## src/rtl/lane_tb_pkg.sv

```systemverilog
// Shared types, LFSR tap constants and the golden arithmetic model for the
// lane stimulus/check engine.
package lane_tb_pkg;

   // Operation applied by the DUT to each operand pair
   typedef enum logic [1:0] {
      ADD = 2'b00,
      SUB = 2'b01,
      AND = 2'b10,
      XOR = 2'b11
   } mode_e;

   // Control FSM states
   typedef enum logic [1:0] {
      IDLE  = 2'b00,
      RUN   = 2'b01,
      DRAIN = 2'b10
   } state_e;

   // Fibonacci tap masks (bit i set = stage i+1 feeds the XOR), maximal length
   localparam logic [63:0] TAPS_8  = 64'h0000_0000_0000_00B8;
   localparam logic [63:0] TAPS_16 = 64'h0000_0000_0000_B400;
   localparam logic [63:0] TAPS_32 = 64'h0000_0000_8020_0003;
   localparam logic [63:0] TAPS_64 = 64'hD800_0000_0000_0000;

   function automatic logic [63:0] lfsr_taps(input int unsigned width);
      logic [63:0] taps;
      case (width)
         8:       taps = TAPS_8;
         16:      taps = TAPS_16;
         32:      taps = TAPS_32;
         64:      taps = TAPS_64;
         default: taps = TAPS_32;
      endcase
      return taps;
   endfunction

   // Reference result at full 64-bit width; callers truncate to their WIDTH,
   // which is exact modular arithmetic for add/sub.
   function automatic logic [63:0] golden(input mode_e mode,
                                          input logic [63:0] a,
                                          input logic [63:0] b);
      logic [63:0] res;
      case (mode)
         ADD:     res = a + b;
         SUB:     res = a - b;
         AND:     res = a & b;
         XOR:     res = a ^ b;
         default: res = a + b;
      endcase
      return res;
   endfunction

endpackage

```

## src/rtl/lane_testbench_lfsr_gen.sv

```systemverilog
// Fibonacci LFSR operand source; advances only when step is high.
module lfsr_gen
   import lane_tb_pkg::*;
#(
   parameter int unsigned WIDTH = 32,
   parameter logic [63:0] SEED  = 64'h0000_0000_CAFE_F00D
) (
   input  logic             clk_dut,
   input  logic             reset,
   input  logic             step,
   output logic [WIDTH-1:0] o_value
);

   localparam logic [WIDTH-1:0] TAPS   = WIDTH'(lfsr_taps(WIDTH));
   localparam logic [WIDTH-1:0] SEED_T = SEED[WIDTH-1:0];

   logic [WIDTH-1:0] r_value;
   logic             w_fb;

   assign w_fb    = ^(r_value & TAPS);
   assign o_value = r_value;

   // Shift register: seed on reset, shift in feedback on each step
   always_ff @(posedge clk_dut) begin
      if (reset) begin
         r_value <= SEED_T;
      end else if (step) begin
         r_value <= {r_value[WIDTH-2:0], w_fb};
      end
   end

endmodule

```

## config.mk

```make
export PLATFORM = sky130hd
export DESIGN_NAME = lfsr_gen
export DESIGN_NICKNAME = d
export VERILOG_FILES = /design/src/rtl/lane_tb_pkg.sv /design/src/rtl/lane_testbench_lfsr_gen.sv
export SDC_FILE = /design/constraint.sdc
export NUM_CORES = 1
export LEC_CHECK = 0
export BUFFER_PORTS_ARGS = -buffer_cell sky130_fd_sc_hd__buf_2
export CORE_MARGIN = 2
export CORE_UTILIZATION = 49
export CTS_CLUSTER_SIZE = 14
export DETAILED_ROUTE_END_ITERATION = 12
export PLACE_DENSITY = 0.75
export SETUP_SLACK_MARGIN = 0.05
export SLEW_MARGIN = 20
export SYNTH_ARGS = -nofsm -noshare
export SYNTH_HDL_FRONTEND = slang
export SYNTH_SLANG_ARGS = --single-unit
```

## constraint.sdc

```tcl
create_clock -name clk_dut -period 1.8 [get_ports clk_dut]
set_input_delay 0.45 -clock clk_dut [delete_from_list [all_inputs] [get_ports clk_dut]]
set_output_delay 0.45 -clock clk_dut [all_outputs]
set_load 0.05 [all_outputs]
```

; ---- Word level (Yosys, flattened, before mapping)
; Cells that the tools add are included.
[word_totals]
regBits = 32
in_bits = 3
out_inout_bits = 32
word_cells = 2
[classes]
n_reduce_logical = 1
[op_table]
columns = cell, n
row1 = 32-bit XOR reduction, 1

; ---- Depth between registers and ports, before layout
; Gate-level depths: netlist of the first run.
[logic_depth]
word_depth = 1
ltp_mapped = 4
depth_no_buf = 3

; ---- Worst setup path before layout of the first run
; No wires, ideal clock.
[synth_timing]
path_kind = flip-flop to flip-flop
startpoint = reg r_value[31] (netlist: o_value[31])
endpoint = reg r_value[0] (netlist: o_value[0])
setup_time_ns = 0.127
arrival_ns = 1.555
required_time_ns = 1.673
path_slack_ns = 0.118
stages_incl_launch_ff = 4
n_path_buf = 0
period_less_slack_ns = 1.682
cell_sequence = dfxtp_1 -> xnor3_1 -> o21ai_1 -> or3b_1
[synth_via]
elab_chain_cells = 1
[synth_rtl]
columns = element, line_no
row1 = start: declaration, lane_testbench_lfsr_gen.sv:17  ; logic [WIDTH-1:0] r_value;
row2 = start signal: assignment, lane_testbench_lfsr_gen.sv:28  ; r_value <= {r_value[WIDTH-2:0], w_fb};
row3 = 32-bit XOR reduction, lane_testbench_lfsr_gen.sv:20  ; assign w_fb = ^(r_value & TAPS);
; No other way between the ends.
; A chain may end at the register's enable or synchronous reset.

; ---- Worst setup path after layout of the first run
[layout_timing]
startpoint = reg r_value[6] (netlist: o_value[6])
endpoint = out o_value[6]
[layout_lines]
columns = element, line_no
row1 = end: declaration, lane_testbench_lfsr_gen.sv:11  ; output logic [WIDTH-1:0] o_value
; No word-level cell between the ends.

==> summary.md, run 1 <==
| Metric | Value |
|---|---|
| FF-to-FF setup slack | `roughly 0.49 ns` |
| Cell area power density | `~1100 nW/µm²` |
| Hold bufs inserted after CTS | `0` |
| Filler cell count | `between 200 and 250` |
| Worst path top cell family by delay | `flip-flops` |
| Critical path's slowest cell | `sky130_fd_sc_hd__dfxtp_1` |
| Hold violation total from the final report | `0` |
| Worst ir drop on vdd | `0.837 mV` |
| Highest fanout seen on the critical path | `3` |
| Post-Place Setup Slack | `~0.34 ns` |
| FF-to-FF Start | `o_value[31]` |
| Type of the worst min-delay path | `reg2reg` |
| Hold wc startpoint | `o_value[13]` |
| Worst Path Required | `1.35 ns` |
| Critical path launch point type | `register` |
| Storage cell area | `641 µm²` |
| Clk_lat worst skew | `between 0.3 and 0.4 ns` |
| Count of H-tree levels built during CTS | `2` |
| Layout net count | `145` |
| 1st-pass router iterations | `4` |
| Setup repair after global routing missed its margin | `false` |
| IO buf count | `34` |
| Residual antenna-violating net count after detailed routing | `0` |
| Largest clock skew in the final design | `around 0.0050 ns` |
| Largest net degree at the start of global routing | `33` |
| Kind of critical path | `reg2out` |
| Total wire length | `roughly 2100 µm` |
| Gr ovfl total | `0` |
| Destination of the worst register-to-register timing path | `o_value[0]` |
| Flip-flop count of the largest register, all copies and words added | `32` |
| Portion of the post-synthesis area used by sequential elements | `0.549` |
| Area growth from synthesis to layout | `21.7%` |
| Commonest cells after routing, fill and taps aside | `sky130_fd_sc_hd__buf_2, sky130_fd_sc_hd__dfxtp_1, sky130_fd_sc_hd__a211o_1` |
| Hold Crit Depth | `1` |
| Count of standard-cell rows | `17` |
| Final weighted congestion in routability-driven placement | `between 0.6 and 0.7` |
| Number of clock buffers inserted by TritonCTS | `5` |
| Minimum setup slack in the final design | `0.340 ns` |
| YS warnings | `0` |
| Via density | `a little over 5` |
| Transition time at the pin with the least slew margin | `~0.55 ns` |
| Period utilization | `0.811` |
| Cell type with the largest total area after synthesis | `sky130_fd_sc_hd__dfxtp_1` |
| Final period demand of the worst path | `1.46 ns` |
| Critical path cell sequence | `buf_2` |
| Fin Setup TNS | `0 ns` |
| Total vias in the final route | `863` |
| Die X-Extent | `52.8 µm` |
| Pwr Total | `roughly 0.0015 W` |
| Average instance area after synthesis | `10.9 µm²` |
| Clock tree from TritonCTS | `yes` |
| Buffers inserted during post-CTS setup optimization | `0` |
| Number of placed instances with taps included | `163` |
| Wire length of the first global-routing pass | `between 3000 and 4000 µm` |
| Multi-input gate area in the final layout | `490 µm²` |
| CP Capture Type | `output pin` |
| Number of remaining DRC errors | `0` |
| Count of non-filler cells in the finished layout | `170` |
| Final count of negative-setup-slack endpoints | `0` |
| Arr. time, crit path | `1.01 ns` |
| Peak Freq | `slightly below 700 MHz` |
| DRC marker count from the first detailed-route iteration | `14` |
| DIE HEIGHT | `approximately 53 µm` |
| Clock sink count | `32` |
| Relative slew slack | `0.634` |
| Longest individual stage delay on the worst path | `about 0.40 ns` |
| Clock tree buffer depth | `2` |
| Gr usage total | `0.172` |
| Max-Cap Viols | `0` |
| Synth unique cells | `14` |
| Flip-flop and latch count after synthesis | `32` |
| Antenna violations before repair | `0` |
| Clk Tree Root Cell | `sky130_fd_sc_hd__clkbuf_4` |
| Net count after synthesis | `110` |
| Endpoint of the worst hold path | `o_value[13]` |
| CTS clock-pin slew for the worst setup and hold paths | `around 0.09 ns` |
| P_leak | `about 0.68 nW` |
| Number of placed I/O pins | `35` |
| Area fraction of the dominant cell type after synthesis | `0.549` |
| Total core area | `approximately 2200 µm²` |
| Commonest non-fill, non-tap cell in the layout | `sky130_fd_sc_hd__buf_2` |
| Post-synthesis cell area | `between 1000 and 1500 µm²` |
| ANT cells | `0` |
| Vias in the first global route | `762` |
| Post-cts gate resize count | `0` |
| Starting density of the core | `0.523` |
| DP HPWL | `1440 µm` |
| Routed len/inst | `12.5 µm` |
| Final Max Tran Viols | `0` |
| Worst-case reg-to-reg path depth | `3` |
| Number of buffer and inverter instances along the worst setup path | `1` |
| Run status | `finished clean` |
| Number of cells produced by synthesis | `107` |
| Proportion of layout cells with a drive suffix above 1 | `0.317` |
| Die area | `approximately 2800 µm²` |
| Dominant cells by area after synthesis | `sky130_fd_sc_hd__dfxtp_1, sky130_fd_sc_hd__a211o_1, sky130_fd_sc_hd__mux2i_1` |
## cells in the mapped netlist
master and count:
sky130_fd_sc_hd__dfxtp_1 32, sky130_fd_sc_hd__a211o_1 17, sky130_fd_sc_hd__and2_1 14, sky130_fd_sc_hd__mux2i_1 14, sky130_fd_sc_hd__nor2_1 14, sky130_fd_sc_hd__clkbuf_1 6
sky130_fd_sc_hd__buf_2 2, sky130_fd_sc_hd__nor2b_1 2, sky130_fd_sc_hd__and2_2 1, sky130_fd_sc_hd__inv_2 1, sky130_fd_sc_hd__nor3_1 1, sky130_fd_sc_hd__o21ai_1 1
sky130_fd_sc_hd__or3b_1 1, sky130_fd_sc_hd__xnor3_1 1
## layer usage
layer | part of all wire | track usage | up-vias
li1 | - | - | 437
met1 | 0.49 | 0.235 | 399
met2 | 0.44 | 0.244 | 27
met3 | 0.069 | 0.0771 | 0
met4 | 0 | 0.0513 | 0
met5 | 0 | 0 | -
## metrics by stage
step                      cell area [µm²]  hold WS (ns)  utilization
after global routing                 1420         0.517        0.636
after detailed placement             1360         0.476        0.607
after CTS                            1420         0.496        0.636
after global placement               1360         0.459        0.607
final                                1420         0.491        0.636
after floorplan                      1170         0.549            -
## where the power goes
group	internal, W	total (W)	switching (W)	leakage (nW)
Clock	0.000221	0.000442	0.000221	0.0374
Combinational	0.0000911	0.000314	0.000223	0.375
Sequential	0.000753	0.000787	0.0000334	0.265
Total	0.00107	0.00154	0.000477	0.677
## final cells by class
| cell class | instances | share of cell area |
|---|---|---|
| sequential | 32 | 0.451 |
| inverter | 1 | 0.00264 |
| clock buffer | 7 | 0.0458 |
| multi-input combinational | 66 | 0.345 |
| timing repair buffer | 36 | 0.130 |
| tap | 28 | 0.0247 |
## logic make-up after synthesis
kind of cell | Yosys count | share of synthesized area
XOR/XNOR | 1 | 0.0193
flip-flops | 32 | 0.549
AO/OA/AOI/OAI | 18 | 0.132
buffers and inverters | 9 | 0.0311
AND/OR/NAND/NOR | 33 | 0.149
multiplexers | 14 | 0.120
## worst max path at each step
stage	startpoint	slack, ns	to	cells after the start
global route	o_value[1]	0.29	o_value[1]	1
global placement	step	0.37	o_value[0]	4
CTS	o_value[1]	0.33	o_value[1]	1
floorplan	o_value[31]	0.12	o_value[0]	3
detailed placement	step	0.34	o_value[0]	4
finish	o_value[6]	0.34	o_value[6]	1
Power figures use the tool's default switching activity.
==> run 2, diff against run 1 <==
==> constraint.sdc (replaced) <==
create_clock -name clk_dut -period 1.5 [get_ports clk_dut]
set_input_delay 0.375 -clock clk_dut [delete_from_list [all_inputs] [get_ports clk_dut]]
set_output_delay 0.375 -clock clk_dut [all_outputs]
set_load 0.05 [all_outputs]
==> run 2 against run 1 <==
Against the previous run: combinational power grew 22%; die area stayed put; clock power up 20%; sequential share of layout area is 0.39 points lower; highest routed layer is now met4.
==> summary.md, run 2 (synthesis results as in run 1) <==
| Metric | Value |
|---|---|
| Relative slew slack | `0.625` |
| Setup repair after global routing missed its margin | `false` |
| Residual antenna-violating net count after detailed routing | `0` |
| Number of clock buffers inserted by TritonCTS | `5` |
| Worst path top cell family by delay | `flip-flops` |
| Gr usage total | `0.182` |
| Final period demand of the worst path | `between 1 and 1.5 ns` |
| Vias in the first global route | `between 800 and 900` |
| Longest individual stage delay on the worst path | `0.39 ns` |
| Final weighted congestion in routability-driven placement | `0.717` |
| Total core area | `approximately 2200 µm²` |
| Hold bufs inserted after CTS | `0` |
| Total wire length | `2150 µm` |
| Total vias in the final route | `between 800 and 900` |
| Transition time at the pin with the least slew margin | `0.562 ns` |
| Filler cell count | `roughly 190` |
| Clock tree buffer depth | `2` |
| DRC marker count from the first detailed-route iteration | `4` |
| Gr ovfl total | `0` |
| Wire length of the first global-routing pass | `3550 µm` |
| Area growth from synthesis to layout | `23.9%` |
| Flip-flop count of the largest register, all copies and words added | `32` |
| Post-cts gate resize count | `0` |
| Largest clock skew in the final design | `about 0.0035 ns` |
| CTS clock-pin slew for the worst setup and hold paths | `0.09 ns` |
| Proportion of layout cells with a drive suffix above 1 | `0.343` |
| Count of non-filler cells in the finished layout | `about 170` |
| Via density | `between 5 and 6` |
| Starting density of the core | `0.523` |
| Final Max Tran Viols | `0` |
| Worst ir drop on vdd | `around 1 mV` |
| P_leak | `0.686 nW` |
| IO buf count | `34` |
| Worst Path Required | `~1.1 ns` |
| Peak Freq | `730 MHz` |
| Number of buffer and inverter instances along the worst setup path | `1` |
| Critical path launch point type | `register` |
| Kind of critical path | `reg2out` |
| Run status | `finished clean` |
| Arr. time, crit path | `1.00 ns` |
| Clk Tree Root Cell | `sky130_fd_sc_hd__clkbuf_4` |
| Number of placed instances with taps included | `164` |
| Type of the worst min-delay path | `reg2reg` |
| Commonest non-fill, non-tap cell in the layout | `sky130_fd_sc_hd__buf_2` |
| Largest net degree at the start of global routing | `33` |
| Buffers inserted during post-CTS setup optimization | `0` |
| DP HPWL | `1450 µm` |
| Critical path's slowest cell | `sky130_fd_sc_hd__dfxtp_1` |
| Critical path cell sequence | `buf_2` |
| Final core utilization | `0.648` |
| Clk_lat worst skew | `around 0.32 ns` |
| Final count of negative-setup-slack endpoints | `0` |
| Max-Cap Viols | `0` |
| Count of standard-cell rows | `17` |
| Fin Setup TNS | `0 ns` |
| Hold violation total from the final report | `0` |
| Cell area power density | `1290 nW/µm²` |
| Period utilization | `0.914` |
| DIE HEIGHT | `between 50 and 60 µm` |
| Layout net count | `146` |
| Clock sink count | `32` |
| Antenna violations before repair | `0` |
| CP Capture Type | `output pin` |
| Highest fanout seen on the critical path | `4` |
| Commonest cells after routing, fill and taps aside | `sky130_fd_sc_hd__buf_2, sky130_fd_sc_hd__dfxtp_1, sky130_fd_sc_hd__a211o_1` |
| ANT cells | `0` |
| Routed len/inst | `12.6 µm` |
| Clock tree from TritonCTS | `yes` |
| Number of placed I/O pins | `35` |
| 1st-pass router iterations | `4` |
| Die X-Extent | `approximately 53 µm` |
| Die area | `around 2800 µm²` |
| Number of remaining DRC errors | `0` |
| Count of H-tree levels built during CTS | `2` |
run 2: where the power goes:
group | switching, W | internal, W | total [W] | leakage [nW]
clock network | 0.000266 | 0.000265 | 0.000532 | 0.0374
registers | 0.0000393 | 0.000904 | 0.000944 | 0.265
logic | 0.000270 | 0.000115 | 0.000384 | 0.384
total | 0.000575 | 0.00128 | 0.00186 | 0.686
run 2: final timing paths:
kind / from / to / slack [ns] / cells past startpoint
setup / recovery: o_value[0] / o_value[0] / 0.13 / 1
hold / removal: o_value[30] / o_value[31] / 0.48 / 1
setup reg to reg: o_value[31] / o_value[0] / 0.19 / 3
hold reg to reg: o_value[30] / o_value[31] / 0.48 / 1
run 2: area by class of cell:
cell class | count | area (µm²) | share of cell area
sequential | 32 | 647 | 0.447
timing repair buffer | 37 | 205 | 0.142
clock buffer | 7 | 65.1 | 0.0450
inverter | 1 | 3.75 | 0.00260
tap | 28 | 35.0 | 0.0242
multi-input combinational | 66 | 490 | 0.339
run 2: per-stage QoR:
stage               setup slack, ns  cell area [µm²]  hold slack (ns)  total power [W]
global placement              0.231             1380            0.458          0.00134
global route                 0.0739             1450            0.506          0.00193
finish                        0.130             1450            0.481          0.00186
floorplan                    0.0652             1170            0.473          0.00127
detailed placement            0.187             1380            0.468          0.00135
CTS                           0.113             1450            0.494          0.00188
run 2: metal layers:
metal	wire (µm)	vias up	GRT usage
met3	136	5	0.0714
met2	932	23	0.277
met5	0	-	0
met1	1040	418	0.218
met4	36	0	0.103
li1	-	442	-
